[src/rtl/seqdet_arb.sv]
// Round-robin front end for a shared bit-serial Mealy sequence detector.
// Grants one of two word requesters, serializes the word MSB-first into the detector, and reports the hit count.
module seqdet_arb #(
  parameter int WIDTH = 8,
  parameter int CW    = $clog2(WIDTH + 1)
) (
  input  logic             clk,
  input  logic             clr,
  input  logic             req0_valid,
  input  logic [WIDTH-1:0] req0_data,
  output logic             req0_ready,
  input  logic             req1_valid,
  input  logic [WIDTH-1:0] req1_data,
  output logic             req1_ready,
  output logic             det_clr,
  output logic             det_din,
  input  logic             det_dout,
  output logic             res_valid,
  output logic             res_id,
  output logic [CW-1:0]    res_count,
  output logic             busy
);

  typedef enum logic [1:0] {
    IDLE   = 2'd0,
    CLEAR  = 2'd1,
    SHIFT  = 2'd2,
    REPORT = 2'd3
  } state_e;

  state_e           state_q, state_d;
  logic [WIDTH-1:0] shreg_q, shreg_d;
  logic [CW-1:0]    bit_cnt_q, bit_cnt_d;
  logic [CW-1:0]    hit_cnt_q, hit_cnt_d;
  logic             id_q, id_d;
  logic             last_grant_q, last_grant_d;
  logic             res_id_q, res_id_d;
  logic [CW-1:0]    res_count_q, res_count_d;

  logic             grant_vld_s;
  logic             grant_id_s;

  // Arbitration: a tie goes to the requester that did not win last time
  always_comb begin
    grant_vld_s = 1'b0;
    grant_id_s  = 1'b0;
    if (req0_valid && req1_valid) begin
      grant_vld_s = 1'b1;
      grant_id_s  = ~last_grant_q;
    end else if (req0_valid) begin
      grant_vld_s = 1'b1;
      grant_id_s  = 1'b0;
    end else if (req1_valid) begin
      grant_vld_s = 1'b1;
      grant_id_s  = 1'b1;
    end else begin
      grant_vld_s = 1'b0;
      grant_id_s  = 1'b0;
    end
  end

  // State and datapath registers with synchronous active-low reset
  always_ff @(posedge clk) begin
    if (!clr) begin
      state_q      <= IDLE;
      shreg_q      <= {WIDTH{1'b0}};
      bit_cnt_q    <= {CW{1'b0}};
      hit_cnt_q    <= {CW{1'b0}};
      id_q         <= 1'b0;
      last_grant_q <= 1'b1;
      res_id_q     <= 1'b0;
      res_count_q  <= {CW{1'b0}};
    end else begin
      state_q      <= state_d;
      shreg_q      <= shreg_d;
      bit_cnt_q    <= bit_cnt_d;
      hit_cnt_q    <= hit_cnt_d;
      id_q         <= id_d;
      last_grant_q <= last_grant_d;
      res_id_q     <= res_id_d;
      res_count_q  <= res_count_d;
    end
  end

  // Next-state and datapath update
  always_comb begin
    state_d      = state_q;
    shreg_d      = shreg_q;
    bit_cnt_d    = bit_cnt_q;
    hit_cnt_d    = hit_cnt_q;
    id_d         = id_q;
    last_grant_d = last_grant_q;
    res_id_d     = res_id_q;
    res_count_d  = res_count_q;
    case (state_q)
      IDLE: begin
        if (grant_vld_s) begin
          shreg_d   = grant_id_s ? req1_data : req0_data;
          id_d      = grant_id_s;
          hit_cnt_d = {CW{1'b0}};
          state_d   = CLEAR;
        end else begin
          state_d = IDLE;
        end
      end
      CLEAR: begin
        bit_cnt_d = {CW{1'b0}};
        state_d   = SHIFT;
      end
      SHIFT: begin
        if (det_dout) begin
          hit_cnt_d = hit_cnt_q + CW'(1);
        end else begin
          hit_cnt_d = hit_cnt_q;
        end
        shreg_d   = {shreg_q[WIDTH-2:0], 1'b0};
        bit_cnt_d = bit_cnt_q + CW'(1);
        // The result registers are loaded here so they are already valid during REPORT
        if (bit_cnt_q == CW'(WIDTH - 1)) begin
          res_id_d    = id_q;
          res_count_d = hit_cnt_d;
          state_d     = REPORT;
        end else begin
          state_d = SHIFT;
        end
      end
      REPORT: begin
        last_grant_d = id_q;
        state_d      = IDLE;
      end
      default: begin
        state_d = IDLE;
      end
    endcase
  end

  // Output decode; while clr is held low every output shows its reset value
  always_comb begin
    req0_ready = 1'b0;
    req1_ready = 1'b0;
    det_clr    = 1'b0;
    det_din    = 1'b0;
    res_valid  = 1'b0;
    busy       = 1'b0;
    res_id     = 1'b0;
    res_count  = {CW{1'b0}};
    if (!clr) begin
      det_clr = 1'b1;
    end else begin
      res_id    = res_id_q;
      res_count = res_count_q;
      case (state_q)
        IDLE: begin
          req0_ready = grant_vld_s & ~grant_id_s;
          req1_ready = grant_vld_s & grant_id_s;
        end
        CLEAR: begin
          busy    = 1'b1;
          det_clr = 1'b1;
        end
        SHIFT: begin
          busy    = 1'b1;
          det_din = shreg_q[WIDTH-1];
        end
        REPORT: begin
          busy      = 1'b1;
          res_valid = 1'b1;
        end
        default: begin
          busy = 1'b0;
        end
      endcase
    end
  end

endmodule

[config.mk]
export PLATFORM = sky130hd
export DESIGN_NAME = seqdet_arb
export DESIGN_NICKNAME = d
export VERILOG_FILES = /design/src/rtl/seqdet_arb.sv
export SDC_FILE = /design/constraint.sdc
export NUM_CORES = 1
export LEC_CHECK = 0
export CORE_MARGIN = 8
export CORE_UTILIZATION = 44
export CTS_CLUSTER_SIZE = 28
export DETAILED_ROUTE_END_ITERATION = 6
export GPL_ROUTABILITY_DRIVEN = 0
export GPL_TIMING_DRIVEN = 0
export PLACE_DENSITY = 0.84
export SLEW_MARGIN = 20
export SYNTH_ARGS = -nofsm -noshare
export SYNTH_HDL_FRONTEND = slang
export SYNTH_SLANG_ARGS = --single-unit
[constraint.sdc]
create_clock -name clk -period 1.35 [get_ports clk]
set_input_delay 0.405 -clock clk [delete_from_list [all_inputs] [get_ports clk]]
set_output_delay 0.405 -clock clk [all_outputs]
set_load 0.02 [all_outputs]
* Yosys cells after proc, flatten, opt, wreduce, memory -nomap -nowiden *
Index checks and enable logic that the tools add are counted.

cells by class
  add/sub/neg operators = 2
  eq/ne operators = 5
  muxes and demuxes = 29
  bitwise gates (word level) = 4
  reduce and logical (&&, ||, !) cells = 8

operators with widths
  kind                                                  number
  two-way mux 1 bit                                     20
  two-way mux 8 bit                                     2
  one-hot mux 4 bit (2 select lines)                    2
  one-hot mux 8 bit (2 select lines)                    1
  two-way mux 4 bit                                     3
  adder 4 x 1 -> 4 bit (second input constant)          2
  one-hot mux 2 bit (4 select lines)                    1
  AND reduction 2 bit                                   3
  equality test 2 bit (second input constant)           2
  equality test 4 x 3 -> 1 bit (second input constant)  1
  nonzero test 2 bit                                    2
  OR reduction 3 bit                                    1
  bitwise AND 1 bit                                     2
  equality test 2 x 1 -> 1 bit (second input constant)  1
  logical NOT 2 bit                                     1
  != test 2 bit (second input constant)                 1
  NOT 1 bit                                             2
  logical AND 1 bit                                     1

word-level totals
  bits in registers = 25
  bits of input ports = 21
  output and inout bits = 11
  logic and storage cells = 56

* Depth between registers and ports, before layout *
  depth after elaboration = 7
  depth in mapped cells = 7
  mapped depth without buffers = 5

* Worst setup path before layout *
OpenSTA, ideal clock, no wires.

  kind = input to output
  start point = input clr
  end point = output req0_ready
  arrival time = 1199 ps
  required time = 945 ps
  slack = -254 ps
  cell stages on the path = 4
  buffers on the path = 2
  path through = buf_4 -> clkbuf_1 -> nand3_1 -> a21oi_1

between the ends
  word-level cells in the longest chain between the ends = 1

RTL lines
  element            RTL line  text
  start, declared    8         input logic clr,
  two-way mux 1 bit  147       if (!clr) begin
  end, declared      11        output logic req0_ready,

Every way passes these cells.

* Final worst setup path *
  start point = register state_q[1]
  end point = output req0_ready

between the ends
  word-level cells in the longest chain between the ends = 3

RTL lines
  element                 RTL line  text
  start, declared         31        state_e state_q, state_d;
  start signal, assigned  74        state_q <= state_d;
  logical NOT 2 bit       152       case (state_q)
  two-way mux 1 bit       152
  two-way mux 1 bit       147

Every way passes these cells.

==> run metrics <==
status=complete, but fails checks; failing checks=setup timing; post-synth top area share=0.3693; dpl ws=-1.313 ns; Tcrit/Tclk final=1.252; Hold Path Class=in2reg; Setup WS post-layout=-0.3398 ns; Cell Area, Synth=0.001355 mm²; RSZ-0062 raised after global routing=true; Core ar.=between 0.003 and 0.004 mm²; IO buf count=29; Top Ports=32; routed wire length=around 4200 µm; Initial Utilization=0.4513; Ant. Diodes=0; gr usage total=0.1565; clock-pin slew on the worst setup and hold paths=around 0.14 ns; final setup fails=22; TritonCTS clock tree=done; grt ovf=0; min cycle time layout=~1.7 ns; portion of total power attributed to sequential cells=0.418; Post-route DRC=0; Placed Cells=roughly 210; Sw Ratio=0.3310; Comb pwr share=0.404; area of the die=between 0.005 and 0.006 mm²; CP Data Arrival Time=around 1.3 ns; area leader, netlist=dfxtp_1; worst skew pair latency=roughly 0.33 ns; cts hold-fix bufs=0; Net Sw Power=between 0.0006 and 0.0007 W; commonest non-fill, non-tap cells in the layout=buf_6, nand2_1, dfxtp_1, clkdlybuf4s50_1, buf_4; wire per inst=17.93 µm; Critical Path RT=approximately 0.95 ns; synth unique cells=37; max_slew headroom=0.6998; Total Power=slightly below 0.002 W; HPWL after DPL=about 2400 µm; largest net degree at the start of global routing=15; Layout Nets=233; Seq/Total Area, Yosys=0.3693; maximum VDD drop=about 0.00055 V; Power Density=just over 900 mW/mm²; final setup TNS=-5.347 ns; CP peak stage delay=between 0.3 and 0.4 ns; synthesized instance count=about 150; Bufs and invs on worst path=2; post-route insts no fill=about 240; crit path cell chain=inv_2 > ha_4 > nand3_2 > a21oi_4 > buf_6; Fmax=between 500 and 600 MHz; Top delay family on crit path=flip-flops; Worst Path Max Fanout=3; clock buffer depth=2; Crit-path slowest cell=dfxtp_2; Yosys reg bits=25; initial antenna violation count=0; Pleak=0.8195 nW; vias per cell=roughly 5.8; htree depth=1; element type at the critical path end=output pin; Crit Path Class=reg2out; Mean Syn Cell Area=between 8 and 9 µm²; Die X=just over 70 µm; Clk network pwr share=0.178; antenna-violating nets left=0; Yosys Warn Count=0; CTS root buf=clkbuf_4; Slew Viols, Final=0; vias in the first global route=between 1,000 and 1,500; layout cell share with drive strength beyond 1=0.4461; via count=around 1,400; Least-Margin Pin Slew=about 0.45 ns; flop2flop setup slack=-0.31 ns; die height=just over 70 µm; Area Overhead vs Synth=59.46%; commonest non-fill, non-tap cell in the layout=buf_6; Synthesized Nets=180; Min Hold Slack=between 0.3 and 0.4 ns; drt first pass iters=4; FP Rows=20; CP Launch Type=flip-flop; Worst Skew=0.007838 ns; total clock sinks=25; Final Hold Viols=0; Internal=roughly 0.0013 W; Max-Cap Viols=0; first-pass GRT wire length=roughly 6500 µm; CTS Buf Count=3; ranking of synthesized cells by area=dfxtp_1, mux2i_1, ha_1; initial drt markers=around 60
-- power by group through the flow --
stage | Sequential (W) | Clock, W | Combinational, W
2_1_floorplan | 0.000826 | 0 | 0.000337
3_5_place_dp | 0.000834 | 0 | 0.000490
3_3_place_gp | 0.000830 | 0 | 0.000469
4_1_cts | 0.000817 | 0.000356 | 0.000689
5_1_grt | 0.000825 | 0.000400 | 0.000842
6_report | 0.000820 | 0.000350 | 0.000793
-- worst register-to-register path, stage by stage, from the launching register on --
cell,delay (ns)
dfxtp_2,0.36
buf_6,0.13
ha_4,0.15
buf_6,0.12
inv_8,0.05
buf_4,0.09
buf_4,0.14
o2111ai_2,0.27
o221ai_1,0.28
-- metrics by stage --
stage	utilization	area (µm²)
final	0.7196	2161
after global routing	0.7196	2161
after CTS	0.6875	2064
after detailed placement	0.5829	1750
after global placement	0.5829	1750
after floorplan	-	1419
-- repair_timing --
item                                    CTS  global route
gates resized for setup                 116            22
setup buffers                            13             4
pin swaps                                12             3
endpoints found under the setup margin   28            33
gates cloned                              3             0
-- state kept, by name, summed over array words and instances (netlist names) --
name	cells
bit_cnt_q	4
hit_cnt_q	4
id_q	1
last_grant_q	1
res_count_q	4
res_id_q	1
shreg_q	8
state_q	2
-- cell usage after synthesis --
| master | instances |
|---|---|
| buf_2 | 3 |
| ha_1 | 7 |
| a21oi_1 | 6 |
| clkbuf_1 | 2 |
| nor3b_4 | 1 |
| and4b_1 | 1 |
| mux2i_1 | 10 |
| o21ai_0 | 3 |
| xnor2_1 | 1 |
| nand4b_1 | 1 |
| nand3b_1 | 1 |
| o211ai_1 | 1 |
| or3_1 | 9 |
| o22ai_1 | 5 |
| o32ai_1 | 1 |
| a22oi_1 | 1 |
| a211oi_1 | 4 |
| nand2_1 | 18 |
| inv_1 | 5 |
| nand2b_1 | 3 |
| nor2_4 | 1 |
| nor2b_1 | 2 |
| and2_1 | 6 |
| nand3_1 | 4 |
| inv_2 | 1 |
| nor2_1 | 10 |
| dfxtp_1 | 25 |
| a21boi_2 | 1 |
| buf_6 | 3 |
| mux2_2 | 1 |
| xor2_1 | 2 |
| nand4_1 | 1 |
| o221ai_1 | 7 |
| o2111ai_1 | 1 |
| buf_4 | 2 |
| nor3_1 | 1 |
| and3_1 | 1 |
-- cells by family after synthesis --
| kind of cell | share of synthesized area |
|---|---|
| AO/OA/AOI/OAI | 0.1561 |
| AND/OR/NAND/NOR | 0.2392 |
| buffers and inverters | 0.06924 |
| XOR/XNOR | 0.01939 |
| flip-flops | 0.3693 |
| multiplexers | 0.08218 |
| adder cells (fa/ha/maj) | 0.06463 |
-- final timing paths --
kind / startpoint / to / cells after the start
hold / removal: clr / shreg_q[0] / 3
setup reg to reg: state_q[1] / shreg_q[7] / 8
setup / recovery: state_q[1] / req0_ready / 5
hold reg to reg: shreg_q[0] / shreg_q[0] / 2
-- routing by layer --
layer / part of all wire / vias up / track usage
met2: 0.53 / 35 / 0.2643
li1: - / 651 / -
met4: 0.027 / 0 / 0.1066
met1: 0.40 / 679 / 0.1749
met5: 0 / - / 0
met3: 0.045 / 13 / 0.02789
-- area by class of cell --
cell class                      count  area [µm²]
Clock inverter                      1       5.005
Tap cell                           33       41.29
Timing Repair Buffer               48       479.2
Fill cell                         194       842.1
Buffer                              9       97.59
Clock buffer                        3       22.52
Inverter                            6       32.53
Multi-Input combinational cell    112       968.4
Sequential cell                    25       514.2
Power figures use the tool's default switching activity.
